### config.mk
export PLATFORM = sky130hd
export DESIGN_NAME = vr_fetch_unit
export DESIGN_NICKNAME = d
export VERILOG_FILES = /design/src/rtl/vr_fetch_pkg.sv /design/src/rtl/vr_fetch_skid.sv /design/src/rtl/vr_fetch_unit.sv
export SDC_FILE = /design/constraint.sdc
export NUM_CORES = 1
export LEC_CHECK = 0
export ABC_CLOCK_PERIOD_IN_PS = 8770
export CELL_PAD_IN_SITES_DETAIL_PLACEMENT = 0
export CELL_PAD_IN_SITES_GLOBAL_PLACEMENT = 2
export CORE_MARGIN = 8
export CORE_UTILIZATION = 31
export DETAILED_ROUTE_END_ITERATION = 8
export PLACE_DENSITY_LB_ADDON = 0.1
export SKIP_CTS_REPAIR_TIMING = 1
export SLEW_MARGIN = 10
export SYNTH_ARGS = -nofsm -noshare
export SYNTH_HDL_FRONTEND = slang
export SYNTH_SLANG_ARGS = --single-unit
### constraint.sdc
create_clock -name clk_i -period 8.77 [get_ports clk_i]
set_input_delay 1.754 -clock clk_i [delete_from_list [all_inputs] [get_ports clk_i]]
set_output_delay 1.754 -clock clk_i [all_outputs]
set_load 0.005 [all_outputs]
### src/rtl/vr_fetch_pkg.sv
// Shared types and constants for the RV32I instruction fetch front end.
//   state_e : fetch FSM states (RUN / HALT / FAULT)
//   entry_t : buffered {pc, inst} pair handed to decode
package vr_fetch_pkg;

  localparam int unsigned XLEN  = 32;
  localparam int unsigned CNT_W = 2;

  // Word returned by instruction memory past the end of the program.
  localparam logic [XLEN-1:0] INST_END = 32'h0000_0000;
  localparam logic [XLEN-1:0] PC_STEP  = 32'd4;

  typedef enum logic [1:0] {
    ST_RUN   = 2'd0,
    ST_HALT  = 2'd1,
    ST_FAULT = 2'd2
  } state_e;

  typedef struct packed {
    logic [XLEN-1:0] pc;
    logic [XLEN-1:0] inst;
  } entry_t;

endpackage

### src/rtl/vr_fetch_skid.sv
// Two-entry FIFO of fetched {pc, inst} pairs, head-first shift organisation.
//   clk_i, rst_n_i : clock, synchronous active-low reset
//   push_i/entry_i : write an entry
//   pop_i          : consume the head
//   flush_i        : empty the FIFO (overrides push/pop)
//   count_o        : occupancy 0..2
//   head_valid_o   : head present; head_o reads 0 when empty
module vr_fetch_skid
  import vr_fetch_pkg::*;
(
  input  logic             clk_i,
  input  logic             rst_n_i,
  input  logic             push_i,
  input  entry_t           entry_i,
  input  logic             pop_i,
  input  logic             flush_i,
  output logic [CNT_W-1:0] count_o,
  output logic             head_valid_o,
  output entry_t           head_o
);

  entry_t           head_q, head_d;
  entry_t           tail_q, tail_d;
  logic [CNT_W-1:0] count_q, count_d;

  // Next-state: pop shifts tail into head, push fills the first free slot.
  always_comb begin
    head_d  = head_q;
    tail_d  = tail_q;
    count_d = count_q;
    if (flush_i) begin
      count_d = '0;
    end else begin
      unique case ({push_i, pop_i})
        2'b10: begin
          if (count_q == 2'd0) head_d = entry_i;
          else                 tail_d = entry_i;
          count_d = count_q + CNT_W'(1);
        end
        2'b01: begin
          head_d  = tail_q;
          count_d = count_q - CNT_W'(1);
        end
        2'b11: begin
          if (count_q == 2'd2) begin
            head_d = tail_q;
            tail_d = entry_i;
          end else begin
            head_d = entry_i;
          end
        end
        default: ;
      endcase
    end
  end

  always_ff @(posedge clk_i) begin
    if (!rst_n_i) begin
      head_q  <= '0;
      tail_q  <= '0;
      count_q <= '0;
    end else begin
      head_q  <= head_d;
      tail_q  <= tail_d;
      count_q <= count_d;
    end
  end

  assign count_o      = count_q;
  assign head_valid_o = (count_q != '0);
  assign head_o       = head_valid_o ? head_q : '0;

endmodule

### src/rtl/vr_fetch_unit.sv
// Instruction fetch front end: PC register, fetch FSM, misalign flag and a
// two-entry buffer toward decode.
//   clk_i, rst_n_i      : clock, synchronous active-low reset
//   imem_addr_o         : fetch address (the PC register)
//   imem_inst_i         : instruction at imem_addr_o, same cycle
//   redirect_i/_pc_i    : branch/jump redirect from execute
//   out_valid_o/_ready_i: decode handshake; out_pc_o/out_inst_o head entry
//   halted_o            : fetch stopped (HALT or FAULT)
//   misalign_o          : sticky, a redirect target was not word aligned
module vr_fetch_unit
  import vr_fetch_pkg::*;
#(
  parameter logic [XLEN-1:0] RESET_PC = 32'h0000_0000
) (
  input  logic            clk_i,
  input  logic            rst_n_i,
  output logic [XLEN-1:0] imem_addr_o,
  input  logic [XLEN-1:0] imem_inst_i,
  input  logic            redirect_i,
  input  logic [XLEN-1:0] redirect_pc_i,
  output logic            out_valid_o,
  input  logic            out_ready_i,
  output logic [XLEN-1:0] out_pc_o,
  output logic [XLEN-1:0] out_inst_o,
  output logic            halted_o,
  output logic            misalign_o
);

  state_e           state_q, state_d;
  logic [XLEN-1:0]  pc_q, pc_d;
  logic             misalign_q, misalign_d;

  logic             push, pop, flush, fetch_en;
  logic [CNT_W-1:0] count;
  logic             head_valid;
  entry_t           head;
  entry_t           new_entry;

  assign new_entry = '{pc: pc_q, inst: imem_inst_i};

  // A full buffer may still fetch when its head leaves this cycle.
  assign fetch_en = (state_q == ST_RUN) &&
                    ((count < 2'd2) || ((count == 2'd2) && out_ready_i));

  // Next-state: redirect outranks fetch/pop; FAULT ignores everything.
  always_comb begin
    state_d    = state_q;
    pc_d       = pc_q;
    misalign_d = misalign_q;
    push       = 1'b0;
    pop        = head_valid && out_ready_i;
    flush      = 1'b0;
    if (redirect_i && (state_q != ST_FAULT)) begin
      flush = 1'b1;
      pop   = 1'b0;
      if (redirect_pc_i[1:0] == 2'b00) begin
        pc_d    = redirect_pc_i;
        state_d = ST_RUN;
      end else begin
        misalign_d = 1'b1;
        state_d    = ST_FAULT;
      end
    end else if (fetch_en) begin
      if (imem_inst_i == INST_END) begin
        state_d = ST_HALT;
      end else begin
        push = 1'b1;
        pc_d = pc_q + PC_STEP;
      end
    end
  end

  always_ff @(posedge clk_i) begin
    if (!rst_n_i) begin
      state_q    <= ST_RUN;
      pc_q       <= RESET_PC;
      misalign_q <= 1'b0;
    end else begin
      state_q    <= state_d;
      pc_q       <= pc_d;
      misalign_q <= misalign_d;
    end
  end

  vr_fetch_skid u_skid (
    .clk_i        (clk_i),
    .rst_n_i      (rst_n_i),
    .push_i       (push),
    .entry_i      (new_entry),
    .pop_i        (pop),
    .flush_i      (flush),
    .count_o      (count),
    .head_valid_o (head_valid),
    .head_o       (head)
  );

  assign imem_addr_o = pc_q;
  assign out_valid_o = head_valid;
  assign out_pc_o    = head.pc;
  assign out_inst_o  = head.inst;
  assign halted_o    = (state_q != ST_RUN);
  assign misalign_o  = misalign_q;

endmodule

==> results.py <==
metrics = {
    "run_status": {
        "status": "completed",
    },
    "die": {
        "dieWidth_um": 173,
        "die_h_um": 173,
        "core_sq_um": 24300,
        "rows": 57,
        "die_area_sq_um": 30100,
        "start_util": 0.316,
        "pin_count": 167,
    },
    "worst_hold_path": {
        "min_path_type": "reg2reg",
        "whs_path_depth": 2,
        "holdPathEnd": "u_skid.tail_q[30]",
        "hold_start": "u_skid.tail_q[30]",
    },
    "clocking": {
        "insertion_delay_ns": 0.43,
        "cts_buffer_depth": 2,
        "clk_pin_slew_ns": 0.07,
        "cts.sinks": 165,
        "cts_buffers": 17,
        "cts_tree": "built",
        "root_buffer": "clkbuf_16",
        "h-tree-depth": 4,
    },
    "setup_path": {
        "cp_data_required_time_ns": 9.12,
        "ff2ff_setup_slack_ns": 4.97,
        "r2r_start": "u_skid.count_o[0]",
        "max_stage_delay_ns": 0.59,
        "worstPathCellList": "clkdlybuf4s50_1 > nor4_1 > nand2_1 > nor4_4 > or3_1 > inv_1 > ha_1 > a21oi_1 > and2_2 > buf_4 > nor2_1 > nor3_1",
        "rr_endpoint": "u_skid.head_q[40]",
        "ff2ff_path_depth": 11,
        "cp.arrival_ns": 5.52,
        "slowest_stage": "and2_2",
        "crit_type": "in2reg",
        "startpoint_type": "input pin",
        "end_kind": "flip-flop",
        "crit_fanout": 37,
    },
    "sta": {
        "timing.hold.ws_ns": 0.454,
        "final-hold-violation-count": 0,
        "slew_headroom": 0.373,
        "setup_ws_ns": 3.60,
        "fmax_ghz": 0.193,
        "min_period_over_period": 0.589,
        "rsz0062_at_grt": "no",
        "slew_violations": 0,
        "fin_tns_setup_ns": 0,
        "worst_pin_slew_ns": 0.936,
        "finClkSkew_ns": 0.0135,
        "period_needed_ns": 5.17,
        "setup_violations": 0,
    },
    "yosys": {
        "synth-seq-area-share": 0.430,
        "synthDistinctLibCells": 55,
        "ys_ff_latch": 165,
        "synthFlopType": "dfxtp_1",
        "synth_edf_count": 0,
        "ys_warn_count": 0,
        "syn_area_sq_um": 7690,
        "ys_async_sr_fraction": 0,
        "syn_nets": 1064,
        "syn_inst": 991,
        "syn_area_per_cell_sq_um": 7.76,
    },
    "route": {
        "dr.first_iter.drc_count": 451,
        "drc": 0,
        "vias": 7542,
        "drtAntennaViolNets": 0,
        "wl_per_cell_um": 18.9,
        "first_pass_iters": 4,
        "wirelength_mm": 27.1,
        "avgViaCountPerCell": 5.26,
    },
    "placed_design": {
        "dp_slack_ns": 3.16,
        "place_congestion": 0.744,
        "portBuffers": 166,
        "dpl.hpwl_mm": 17.5,
        "placed_area_sq_um": 9480,
    },
    "cells_and_area": {
        "fin_area_sq_um": 10100,
        "final_nets": 1169,
        "drive_gt1_frac": 0.0577,
        "areaGrowthSynthToFinish_pct": 31.4,
    },
    "global_route": {
        "grt-busiest-layer": "met2",
        "first_global_vias": 7422,
        "grt_use_met3": 0.0366,
        "antenna_found_initial": 0,
        "grt_max_degree": 65,
        "gr-total-overflow": 0,
        "use_met2": 0.270,
        "grtUsageTotal": 0.177,
        "met1_usage": 0.251,
        "grt_pass1_wl_mm": 43.4,
    },
    "power": {
        "totalPowerFinal_mw": 1.91,
        "powerDensity_nw_per_um2": 189,
        "irDropWorstVdd_uv": 107,
        "leakage_nw": 3.42,
    },
    "job": {
        "cap_violations": 0,
    },
}
## cell families (layout without fill, tap and decap cells)
group	count (synthesis)	in the layout	share of synthesized area
adder cells (fa/ha/maj)	5	5	0.00814
buffers and inverters	102	220	0.0545
other	0	2	0
XOR/XNOR	3	3	0.00342
AND/OR/NAND/NOR	484	484	0.300
flip-flops	165	165	0.430
AO/OA/AOI/OAI	232	232	0.205
## power by group
group / switching (mW) / internal, mW / total (mW)
clock: 0.330 / 0.463 / 0.793
combinational: 0.155 / 0.123 / 0.278
sequential: 0.0406 / 0.794 / 0.835
total: 0.526 / 1.38 / 1.91
## sequential cells by signal (all words and copies together) (netlist names)
signal and cells:
u_skid.head_q 64, u_skid.tail_q 64, state_q 2, misalign_o 1, imem_addr_o 32, u_skid.count_o 2
## cells in the mapped netlist (5+ instances only)
master / n / share of area
nand3_1: 15 / 0.0098
buf_2: 17 / 0.011
and2_1: 65 / 0.053
and3_1: 7 / 0.0057
nand2_1: 185 / 0.090
inv_1: 10 / 0.0049
o31ai_1: 7 / 0.0068
nor2_1: 94 / 0.046
nand4_1: 9 / 0.0073
o32ai_1: 10 / 0.011
o21ai_0: 18 / 0.012
clkbuf_1: 58 / 0.028
dfxtp_1: 165 / 0.43
buf_1: 12 / 0.0059
nor4_1: 11 / 0.0090
a21oi_1: 106 / 0.069
ha_1: 5 / 0.0081
a221oi_1: 65 / 0.074
nor3_1: 75 / 0.049
## critical path: cells and delay by family
| family | cells | cell delay (ns) |
|---|---|---|
| compound gates | 1 | 0.19 |
| simple gates | 7 | 2.22 |
| buf+inv | 3 | 1.09 |
| fa+ha+maj | 1 | 0.22 |
## per-layer routing
metal | part of all wire | vias to the layer above
li1 | - | 3712
met1 | 0.51 | 3633
met2 | 0.44 | 179
met3 | 0.042 | 18
met4 | 0.0099 | 0
met5 | 0 | -
## cell type report
type	count	area, sq um
multi-input cells	724	3980
well taps	324	405
diodes	2	5.00
repair buffers	178	1750
flip-flops and latches	165	3300
inverters	10	40.0
clock buffers	20	447
clock inverters	12	169
fillers	2527	14200
## placed cells by master, fill, tap and decap left out, drive strengths merged, types with 4 or more instances in the layout
cell	synthesis	routed
or2	4	4
clkinv	0	4
ha	5	5
dfxtp	165	165
buf	31	12
o32ai	11	11
nand3	17	17
nand4	10	10
nor3	75	75
clkbuf	61	20
and2	65	65
a21oi	106	106
nand2	185	185
o21ai	19	19
inv	10	14
a221oi	65	65
nor4	15	15
clkdlybuf4s50	0	166
nor2	95	95
and3	7	7
o31ai	8	8
## worst max path at each step
stage,from,end,cells past startpoint
2_1_floorplan,imem_inst_i[15],u_skid.tail_q[11],11
3_3_place_gp,imem_inst_i[24],u_skid.head_q[11],12
3_5_place_dp,imem_inst_i[24],u_skid.head_q[61],12
4_1_cts,imem_inst_i[24],u_skid.head_q[60],12
5_1_grt,imem_inst_i[15],u_skid.head_q[58],12
6_report,imem_inst_i[24],u_skid.head_q[60],12
## metrics by stage
step / util / instances
6_report: 0.415 / 1435
5_1_grt: 0.415 / 1433
4_1_cts: 0.415 / 1433
3_5_place_dp: 0.390 / 1401
3_3_place_gp: 0.390 / 1401
2_1_floorplan: - / 991
Note: power is estimated with default switching activity, not from simulation.
